### src/rtl/swervolf_wb_pkg.sv
// Shared constants for the SweRVolf Wishbone single-transfer initiator:
// FSM state encoding, the data returned on write/timeout responses, default timeout.
package swervolf_wb_pkg;

    localparam logic [1:0] ST_IDLE = 2'd0;
    localparam logic [1:0] ST_BUS  = 2'd1;
    localparam logic [1:0] ST_RSP  = 2'd2;

    localparam logic [31:0] RSP_DAT_NONE = 32'h0;

    localparam int TIMEOUT_DEFAULT = 255;

endpackage

### src/rtl/swervolf_wb_master.sv
// Wishbone classic single-transfer initiator: one valid/ready command becomes one
// bus cycle, and its result (read data or timeout error) is held on the response port.
module swervolf_wb_master
    import swervolf_wb_pkg::*;
#(
    parameter int AW      = 32,
    parameter int TIMEOUT = TIMEOUT_DEFAULT
) (
    input  logic          i_clk,
    input  logic          i_rst,

    // Both ports handshake on a rising clock edge where valid and ready are both
    // high; the sender keeps valid and its payload stable until that edge.
    input  logic          i_cmd_valid,
    output logic          o_cmd_ready,
    input  logic          i_cmd_we,
    input  logic [AW-1:0] i_cmd_adr,
    input  logic [31:0]   i_cmd_dat,
    input  logic [3:0]    i_cmd_sel,

    output logic          o_rsp_valid,
    input  logic          i_rsp_ready,
    output logic [31:0]   o_rsp_dat,
    output logic          o_rsp_err,

    output logic [AW-1:0] o_wb_adr,
    output logic [31:0]   o_wb_dat,
    output logic [3:0]    o_wb_sel,
    output logic          o_wb_we,
    output logic          o_wb_cyc,
    output logic          o_wb_stb,
    input  logic [31:0]   i_wb_rdt,
    input  logic          i_wb_ack,

    output logic [1:0]    o_dbg_state
);

    localparam bit TO_EN = (TIMEOUT != 0);
    localparam int CW    = (TIMEOUT > 0) ? (($clog2(TIMEOUT + 1) > 0) ? $clog2(TIMEOUT + 1) : 1) : 1;
    localparam int CNT_LAST_I = (TIMEOUT > 0) ? TIMEOUT - 1 : 0;
    localparam logic [CW-1:0] CNT_LAST = CNT_LAST_I[CW-1:0];

    logic [1:0]    state_q, state_d;
    logic [CW-1:0] cnt_q, cnt_d;
    logic          cmd_ready_q, cmd_ready_d;
    logic          cyc_q, cyc_d;
    logic          we_q, we_d;
    logic [AW-1:0] adr_q, adr_d;
    logic [31:0]   dat_q, dat_d;
    logic [3:0]    sel_q, sel_d;
    logic          rsp_valid_q, rsp_valid_d;
    logic [31:0]   rsp_dat_q, rsp_dat_d;
    logic          rsp_err_q, rsp_err_d;

    always_comb begin
        state_d     = state_q;
        cnt_d       = cnt_q;
        cyc_d       = cyc_q;
        we_d        = we_q;
        adr_d       = adr_q;
        dat_d       = dat_q;
        sel_d       = sel_q;
        rsp_valid_d = rsp_valid_q;
        rsp_dat_d   = rsp_dat_q;
        rsp_err_d   = rsp_err_q;

        case (state_q)
            ST_IDLE: begin
                if (i_cmd_valid && cmd_ready_q) begin
                    we_d    = i_cmd_we;
                    adr_d   = i_cmd_adr;
                    dat_d   = i_cmd_dat;
                    sel_d   = i_cmd_sel;
                    cyc_d   = 1'b1;
                    cnt_d   = '0;
                    state_d = ST_BUS;
                end
            end
            ST_BUS: begin
                // Ack is checked first so an ack landing on the expiry cycle still completes.
                if (i_wb_ack) begin
                    cyc_d       = 1'b0;
                    rsp_dat_d   = we_q ? RSP_DAT_NONE : i_wb_rdt;
                    rsp_err_d   = 1'b0;
                    rsp_valid_d = 1'b1;
                    state_d     = ST_RSP;
                end else if (TO_EN && (cnt_q == CNT_LAST)) begin
                    cyc_d       = 1'b0;
                    rsp_dat_d   = RSP_DAT_NONE;
                    rsp_err_d   = 1'b1;
                    rsp_valid_d = 1'b1;
                    state_d     = ST_RSP;
                end else begin
                    cnt_d = cnt_q + 1'b1;
                end
            end
            ST_RSP: begin
                if (i_rsp_ready) begin
                    rsp_valid_d = 1'b0;
                    state_d     = ST_IDLE;
                end
            end
            default: begin
                state_d = ST_IDLE;
                cyc_d   = 1'b0;
            end
        endcase

        cmd_ready_d = (state_d == ST_IDLE);
    end

    always_ff @(posedge i_clk or posedge i_rst) begin
        if (i_rst) begin
            state_q     <= ST_IDLE;
            cnt_q       <= '0;
            cmd_ready_q <= 1'b0;
            cyc_q       <= 1'b0;
            we_q        <= 1'b0;
            adr_q       <= '0;
            dat_q       <= '0;
            sel_q       <= '0;
            rsp_valid_q <= 1'b0;
            rsp_dat_q   <= '0;
            rsp_err_q   <= 1'b0;
        end else begin
            state_q     <= state_d;
            cnt_q       <= cnt_d;
            cmd_ready_q <= cmd_ready_d;
            cyc_q       <= cyc_d;
            we_q        <= we_d;
            adr_q       <= adr_d;
            dat_q       <= dat_d;
            sel_q       <= sel_d;
            rsp_valid_q <= rsp_valid_d;
            rsp_dat_q   <= rsp_dat_d;
            rsp_err_q   <= rsp_err_d;
        end
    end

    assign o_cmd_ready = cmd_ready_q;
    assign o_wb_cyc    = cyc_q;
    assign o_wb_stb    = cyc_q;
    assign o_wb_we     = we_q;
    assign o_wb_adr    = adr_q;
    assign o_wb_dat    = dat_q;
    assign o_wb_sel    = sel_q;
    assign o_rsp_valid = rsp_valid_q;
    assign o_rsp_dat   = rsp_dat_q;
    assign o_rsp_err   = rsp_err_q;
    assign o_dbg_state = state_q;

endmodule

### config.mk
export PLATFORM = sky130hd
export DESIGN_NAME = swervolf_wb_master
export DESIGN_NICKNAME = d
export VERILOG_FILES = /design/src/rtl/swervolf_wb_pkg.sv /design/src/rtl/swervolf_wb_master.sv
export SDC_FILE = /design/constraint.sdc
export NUM_CORES = 1
export LEC_CHECK = 0
export ABC_CLOCK_PERIOD_IN_PS = 4030
export CORE_ASPECT_RATIO = 1.5
export CORE_MARGIN = 10
export CORE_UTILIZATION = 37
export CTS_BUF_LIST = sky130_fd_sc_hd__clkbuf_4
export CTS_CLUSTER_SIZE = 25
export DETAILED_ROUTE_END_ITERATION = 12
export DONT_BUFFER_PORTS = 1
export REMOVE_ABC_BUFFERS = 1
export SLEW_MARGIN = 20
export SYNTH_ARGS = -nofsm -noshare
export SYNTH_HDL_FRONTEND = slang
export SYNTH_SLANG_ARGS = --single-unit
### constraint.sdc
create_clock -name i_clk -period 4.03 [get_ports i_clk]
set_clock_uncertainty 0.05 [all_clocks]
set_input_delay 0.6045 -clock i_clk [delete_from_list [all_inputs] [get_ports i_clk]]
set_output_delay 0.6045 -clock i_clk [all_outputs]
set_load 0.02 [all_outputs]
# Word level (Yosys, flattened, before mapping)
# Index checks and enable logic that the tools add are counted.
# totals
output_inout_bits	108
mem_bits_ro	0
reg_bits	115
inputBits	106
mem_count	0
mem_bits_rw	0
latchBits	0
# op_classes
n_mul	0
reduce_logical	11
add_sub_neg	1
order_cmp	0
n_shift	0
n_div	0
n_eq_ne	8
n_mux	21
bitwise	1
# op_table
cell	count
2-to-1 mux 32 bit	3
2-to-1 mux 8 bit	3
case mux 8 bit (2 select lines)	1
adder 8 x 1 -> 8 bit (second input constant)	1
equality test 8 bit (second input constant)	1
2-to-1 mux 2 bit	4
!= test 2 bit (second input constant)	4
2-to-1 mux 1 bit	7
case mux 2 bit (3 select lines)	1
AND reduction 3 bit	2
nonzero test 2 bit	3
logical NOT 2 bit	2
AND reduction 2 bit	2
AND reduction 4 bit	1
!= test 3 bit (second input constant)	1
case mux 1 bit (3 select lines)	1
equality test 2 x 1 -> 1 bit (second input constant)	1
equality test 2 bit (second input constant)	1
case mux 1 bit (2 select lines)	1
logical AND 1 bit	1
NOT 1 bit	1

# Longest topological paths before layout
# Gate-level depths: netlist of the first run.
# depth
depth_word	5
depth_mapped	7
depth_no_buf	6

# Least setup slack after synthesis of the first run
# No wires, ideal clock.
# synth_path
path_type	reg-to-reg
start	register state_q[1] (netlist: o_dbg_state[1])
end	register dat_q[0] (netlist: o_wb_dat[0])
n_path_buf	3
path_slack_ns	2.190
arrival_time_ns	1.665
setup_time_ns	0.125
path_stages_with_launch	6
path_cell_list	dfrtp_1 and4bb_1 buf_2 buf_2 buf_2 mux2_2
# synth_between
elab_chain_len	2
# synth_rtl
item	line_no	rtl
from (decl)	swervolf_wb_master.sv:43	logic [1:0] state_q, state_d;
from (signal assigned)	swervolf_wb_master.sv:126	state_q <= state_d;
logical NOT 2 bit	swervolf_wb_master.sv:67	case (state_q)
AND reduction 2 bit (no line)	n/a	
to (signal assigned)	swervolf_wb_master.sv:132	dat_q <= dat_d;
to (decl)	swervolf_wb_master.sv:49	logic [31:0] dat_q, dat_d;
# No other way between the ends.
# A chain may end at the register's enable or synchronous reset.

# Final worst setup path of the first run
# layout_path
start	register state_q[1] (netlist: o_dbg_state[1])
end	register cnt_q[7]
# layout_between
elab_chain_len	3
elab_cells_between_ends	8
cone_classes	eq/ne (4); mux (1); reduce/logical (3)
# layout_rtl
item	line_no	rtl
equality test 2 x 1 -> 1 bit or logical NOT 2 bit (tied branches)	swervolf_wb_master.sv:67	
!= test 2 bit (no line) or nonzero test 2 bit (tied branches)	n/a	
AND reduction 4 bit (no line)	n/a	
to (signal assigned)	swervolf_wb_master.sv:127	cnt_q <= cnt_d;
to (decl)	swervolf_wb_master.sv:44	logic [CW-1:0] cnt_q, cnt_d;
# Parallel ways exist; a longest one is shown, timed or not.

==> results by group, run 1 <==
Worst setup path
  – CP max stage delay: ~0.78 ns
  – Critical Path Fanout Max: 36
  – WP buf/inv: 0
  – Arrival @ worst endpoint: 2.89 ns
  – Reg2reg setup slack: between 1 and 1.5 ns
  – Crit-path cells: and4bb_4, o32ai_2, nor4_1, mux2_2
  – Crit start category: flip-flop
  – Crit path max-delay cell type: and4bb_4
  – CP Class: flip-flop to flip-flop
  – Worst Setup End Kind: flip-flop
  – CP Data Required Time: between 4 and 5 ns
  – Delay-heaviest family, CP: simple AND/OR/NAND/NOR gates

Clock tree
  – Root Driver: clkbuf_4
  – CTS sink cnt: ~120
  – TritonCTS Buffers: 17
  – Max clock buf depth: 2
  – Worst skew pair latency: around 0.48 ns
  – Clock slew at reported path FFs: around 0.11 ns
  – Postcts setup bufs: 0
  – TritonCTS clock tree: built
  – H-tree depth reported by CTS: 4

Synth
  – Post-synth EDFFs: 0
  – Share of the synthesized area in the top cell type: around 66%
  – Primary FF master, synth: dfrtp_1
  – Synth top area cells: dfrtp_1 (66%), mux2_2 (18%), a22o_1 (6.4%)
  – Async S/R FF share, synth: 100%
  – Post-synth top cells: dfrtp_1 (115), mux2_2 (70), a22o_1 (32)
  – Yosys top cell by area: dfrtp_1
  – Yosys reg bits: 115
  – Syn Inst Count: slightly below 300
  – Synthesized cell area: 4360 um2
  – Syn avg cell area: between 15 and 20 um2
  – Distinct cells, synth: 26
  – Count leader, synth: dfrtp_1
  – Synth Warn #: 0
  – Seq/Total Area, Yosys: between 60% and 70%

Timing
  – Slew margin rel.: slightly below 50%
  – Fin. max-slew vios: 0
  – Final setup vio count: 0
  – TNS Setup: 0 ns
  – Worst-Margin Slew: between 0.7 and 0.8 ns
  – Hold Vio Cnt, Final: 0
  – Min Tclk post-route: approximately 2.6 ns
  – Hold slack: roughly 0.14 ns
  – Final Cycle Share: between 60% and 70%
  – Final worst slack: about 1.4 ns
  – RSZ-0062 raised after global routing: no
  – Fmax: about 390 MHz

Floorplan
  – # rows: 48
  – Area of the die: 16,600 um2
  – Chip Width: ~110 um
  – I/O pin count: about 210
  – CORE AREA: about 12,000 um2
  – Die Y: roughly 150 um
  – Initial core utilization: between 30% and 40%

Global routing
  – Largest net degree at the start of global routing: 67
  – First-pass GRT wire length: around 16,000 um
  – GRT overflow: 0
  – Vias in the first global route: roughly 2,700
  – Initial antenna violation count: 1
  – Gr usage total: between 10% and 20%

Place
  – DPL Wire Length: roughly 8300 um
  – DP Cell Count: roughly 430
  – # port buffers: 0
  – Place WS: 1.47 ns
  – Routability congestion estimate: about 0.74

Drt
  – Residual DRC: 0
  – Vias: about 2,400
  – Antenna viol nets, final: 0
  – 1st-iter DRT viols: 103
  – Avg WL per Cell: between 20 and 25 um
  – 1st-pass router iterations: 4
  – DR vias/cell: 5.24
  – WL final: 10,700 um

Worst hold path
  – Worst Hold Class: input port to flip-flop

Finish
  – Final non-filler cell total: 460
  – Nets@finish: 404
  – Register Area: between 2000 and 3000 um2
  – Synth-to-Final Area Change: 10.6%
  – Area of the multi-input gates: approximately 1400 um2
  – Fill cell count: 1,072
  – Layout cells sized above 1: 35.0%

Flow run
  – Max cap viols: 0

Pwr
  – Lkg Pwr: slightly above 2 nW
  – Pwr dens: approximately 950 nW/um2
  – VDD IR-drop max: around 0.00041 V

Outcome
  – Outcome: completed
==> power by group <==
part | switching [mW] | internal (mW)
logic | 0.372 | 0.556
registers | 1.11 | 1.68
clock network | 0.409 | 0.452
total | 1.89 | 2.69
==> cell type report <==
class / instances / area share [%]
multi-input combinational: 152 / 28.8
inverter: 6 / 0.519
sequential: 115 / 59.7
antenna: 1 / 0.0519
clock buffer: 21 / 3.27
timing repair buffer: 4 / 0.934
clock inverter: 11 / 2.83
tap: 150 / 3.89
==> cells by family after synthesis <==
kind of cell / count (synthesis) / synth area share [%]
compound gates: 54 / 9.58
fa+ha+maj: 2 / 0.574
buf+inv: 23 / 2.47
flops: 115 / 66.0
mux: 70 / 18.1
simple gates: 26 / 3.33
==> layer usage <==
| layer | up-vias | GRT usage [%] | part of all wire [%] |
|---|---|---|---|
| li1 | 1074 | - | - |
| met1 | 1227 | 12.0 | 32 |
| met2 | 98 | 24.0 | 58 |
| met3 | 10 | 4.71 | 7.6 |
| met4 | 0 | 6.05 | 1.8 |
| met5 | - | 0 | 0 |
==> state kept, by name, summed over array words and instances (netlist names) <==
| register | flops |
|---|---|
| o_rsp_valid | 1 |
| o_dbg_state | 2 |
| o_wb_we | 1 |
| o_cmd_ready | 1 |
| o_wb_cyc | 1 |
| o_wb_adr | 32 |
| o_rsp_err | 1 |
| o_wb_sel | 4 |
| o_wb_dat | 32 |
| cnt_q | 8 |
| o_rsp_dat | 32 |
==> cells in the final DEF, fill, tap and decap left out <==
cell and count:
dfrtp_1 115, mux2_2 70, a22o_1 32, clkbuf_4 21
a21oi_1 8, nand2_1 6, o21ai_0 6, inv_1 5
nand3_1 4, or3_1 4, o31ai_1 4, bufinv_16 3
clkinv_2 3, nor2_1 2, nor2b_1 2, or4_1 2
ha_1 2, clkinv_1 2, clkinvlp_4 2, buf_4 2
diode_2 1, nand4_1 1, o21ai_2 1, nor2_4 1
and4bb_4 1, nor3b_1 1, o32ai_2 1, nand2b_1 1
o22a_1 1, inv_4 1, o21a_1 1, nor4_1 1
clkinv_4 1, dlygate4sd3_1 1, buf_12 1
==> stage by stage <==
step	instance area, um2	utilization, %	total power [mW]
2_1_floorplan	4280	-	3.44
3_3_place_gp	4510	39.1	3.73
3_5_place_dp	4510	39.1	3.79
4_1_cts	4820	41.8	4.67
5_1_grt	4820	41.8	4.84
6_report	4820	41.8	4.58
==> final timing paths <==
kind	from	endpoint	cells past startpoint
max reg2reg	o_dbg_state[1]	cnt_q[7]	4
max	o_dbg_state[1]	cnt_q[7]	4
min	i_wb_ack	o_rsp_err	1
min in group asynchronous	i_rst	o_wb_adr[27]	2
min reg2reg	cnt_q[5]	cnt_q[5]	2
max in group asynchronous	i_rst	o_rsp_dat[4]	3
==> timing repair <==
| item | 4_1_cts | 5_1_grt |
|---|---|---|
| hold buffers | 1 | 0 |
| hold endpoints to repair | 24 | 0 |
| gates resized for setup | 0 | 0 |
Note: power is estimated with default switching activity, not from simulation.
==> run 2, diff against run 1 <==
Settings changed: ABC_CLOCK_PERIOD_IN_PS 4030 to 2300.
Clock period 4.03 ns to 2.3 ns, I/O delays scaled along.
==> results by group, run 2 <==
Outcome
  – Outcome: did not finish
  – Fail Step: clock tree synthesis
  – Run Error: [ERROR RSZ-0060] Max buffer count reached.

Synth
  – Yosys top cell by area: dfrtp_1
  – Primary FF master, synth: dfrtp_1
  – Synth Warn #: 0
  – Yosys reg bits: 115
  – Seq/Total Area, Yosys: about two thirds
  – Post-synth top cells: dfrtp_1 (115), mux2_2 (70), a22o_1 (32)
  – Distinct cells, synth: 26
  – Synthesized cell area: between 4000 and 5000 um2
  – Synth top area cells: dfrtp_1 (66%), mux2_2 (18%), a22o_1 (6.4%)
  – Share of the synthesized area in the top cell type: approximately two thirds
  – Async S/R FF share, synth: 100%
  – Post-synth EDFFs: 0
  – Syn Inst Count: a little under 300
  – Count leader, synth: dfrtp_1
  – Syn avg cell area: 15.0 um2

Floorplan
  – # rows: 48
  – Chip Width: about 110 um
  – Die Y: ~150 um
  – I/O pin count: ~210
  – Initial core utilization: a little under two fifths

Clock tree
  – Postcts setup bufs: 0
  – Max clock buf depth: 2
  – Root Driver: clkbuf_4
  – CTS sink cnt: approximately 120
  – Hold_buf cts: about 100
  – CTS resizes: 0
  – H-tree depth reported by CTS: 4
  – TritonCTS Buffers: 17

Place
  – DP Area: between 4000 and 5000 um2
  – # port buffers: 0
  – Routability congestion estimate: 0.792
  – DPL Wire Length: around 8500 um
run 2: cell families after synthesis:
kind of cell | synth area share, %
AOI/OAI and AO/OA | 9.58
adders and majority gates | 0.574
buffers and inverters | 2.47
DFF | 66.0
muxes | 18.1
and+or+nand+nor | 3.33
run 2: metrics by stage:
step                      setup slack, ns  cells
after floorplan                     -1.63    273
after global placement              0.461    431
after detailed placement            0.397    431
==> run 3, diff against run 2 <==
Settings changed: ABC_CLOCK_PERIOD_IN_PS 2300 to 3000, CORE_ASPECT_RATIO 1.5 to default, CORE_UTILIZATION 37 to 22, CTS_BUF_LIST sky130_fd_sc_hd__clkbuf_4 to default, CTS_CLUSTER_SIZE 25 to default, PLACE_DENSITY_LB_ADDON from default to 0.15.
Clock period 2.3 ns to 3 ns, I/O delays scaled along.
==> results by group, run 3 (synthesis gave the netlist of run 1 again) <==
Outcome
  – Outcome: completed

Place
  – # port buffers: 0
  – Place WS: about 0.96 ns
  – Routability congestion estimate: around 0.66
  – DPL Wire Length: ~8000 um

Drt
  – 1st-iter DRT viols: 64
  – Avg WL per Cell: roughly 19 um
  – Antenna viol nets, final: 0
  – Residual DRC: 0
  – WL final: ~11,000 um
  – DR vias/cell: roughly 4.2
  – 1st-pass router iterations: 4
  – Vias: between 2,000 and 2,500

Clock tree
  – TritonCTS clock tree: built
  – Max clock buf depth: 2
  – CTS sink cnt: around 120
  – H-tree depth reported by CTS: 4
  – Postcts setup bufs: 0
  – Clock slew at reported path FFs: roughly 0.060 ns
  – TritonCTS Buffers: 17
  – Worst skew pair latency: ~0.4 ns
  – Root Driver: clkbuf_16
  – Hold_buf cts: 0
  – CTS resizes: 0

Timing
  – Fin. max-slew vios: 0
  – Final setup vio count: 0
  – TNS Setup: 0 ns
  – Hold slack: between 0.02 and 0.03 ns
  – Final worst slack: 0.982 ns
  – Hold Vio Cnt, Final: 0
  – Min Tclk post-route: between 2 and 2.5 ns
  – Slew margin rel.: about half
  – Fmax: 496 MHz
  – RSZ-0062 raised after global routing: no
  – Worst-Margin Slew: around 0.8 ns
  – Final Cycle Share: around 67%

Worst setup path
  – Reg2reg setup slack: between 0.9 and 1 ns
  – Critical Path Fanout Max: 15
  – Crit start category: flip-flop
  – CP Data Required Time: ~3.3 ns
  – Arrival @ worst endpoint: around 2.3 ns
  – CP Class: flip-flop to flip-flop
  – Worst Setup End Kind: flip-flop

Floorplan
  – CORE AREA: between 15,000 and 20,000 um2
  – I/O pin count: between 200 and 250
  – Initial core utilization: 22.4%
  – Area of the die: 25,900 um2
  – # rows: 51
  – Die Y: ~160 um
  – Chip Width: between 150 and 200 um

Global routing
  – First-pass GRT wire length: between 15,000 and 20,000 um
  – Gr usage total: approximately 8.4%
  – Vias in the first global route: around 2,700
  – Largest net degree at the start of global routing: between 70 and 80
  – Initial antenna violation count: 0
  – GRT overflow: 0

Finish
  – Layout cells sized above 1: 35.9%
  – Final core utilization: a little over a quarter
  – Synth-to-Final Area Change: 21.3%
  – Leading cell type in the layout, fill and taps excluded: dfrtp_1
  – Diode count: 0
  – Nets@finish: 404
  – Commonest non-fill, non-tap cells in the layout: dfrtp_1 (115), mux2_2 (70), a22o_1 (32)

Pwr
  – Lkg Pwr: between 2 and 2.5 nW
  – VDD IR-drop max: between 0.0004 and 0.0005 V
  – Pwr dens: around 1300 nW/um2
  – Total chip power: around 7.1 mW

Worst hold path
  – Worst Hold Class: input port to asynchronous set/reset pin

Flow run
  – Max cap viols: 0
-- run 3: through the flow --
step | instance area [um2] | std cells
3_3_place_gp | 4680 | 542
6_report | 5290 | 574
4_1_cts | 5290 | 574
2_1_floorplan | 4280 | 273
3_5_place_dp | 4680 | 542
5_1_grt | 5290 | 574
-- run 3: area by class of cell --
type | instances | area, um2
fillers | 2009 | 14200
flip-flops and latches | 115 | 2880
multi-input cells | 152 | 1390
clock buffers | 18 | 439
well taps | 265 | 332
clock inverters | 14 | 175
repair buffers | 4 | 55.1
inverters | 6 | 25.0
-- run 3: metal layers --
| layer | wire, um | global-route usage [%] | share of wire [%] |
|---|---|---|---|
| met3 | 1620 | 6.47 | 15 |
| met2 | 5130 | 12.3 | 47 |
| met1 | 4120 | 9.23 | 38 |
| met4 | 52 | 2.73 | 0.48 |
| met5 | 0 | 0 | 0 |
-- run 3: power by group --
group / total (mW) / switching, mW / internal, mW / leakage, nW
registers: 3.73 / 1.46 / 2.26 / 1.41
clock network: 2.10 / 0.756 / 1.34 / 0.294
logic: 1.25 / 0.494 / 0.760 / 0.503
-- run 3: final timing paths --
kind,to,depth (start not counted),startpoint
worst max-delay path,cnt_q[7],4,o_dbg_state[1]
worst min-delay path,o_wb_dat[1],1,i_rst
worst max register to register,cnt_q[7],4,o_dbg_state[1]
worst min register to register,cnt_q[6],2,cnt_q[6]
max in group asynchronous,o_rsp_dat[15],2,i_rst
min in group i_clk,o_rsp_err,1,i_wb_ack
-- run 3: worst max-delay path, stage by stage (launching register included) --
cell	delay [ns]
dfrtp_1	0.53
and4bb_4	0.44
o32ai_2	0.19
nor4_1	0.34
mux2_2	0.36
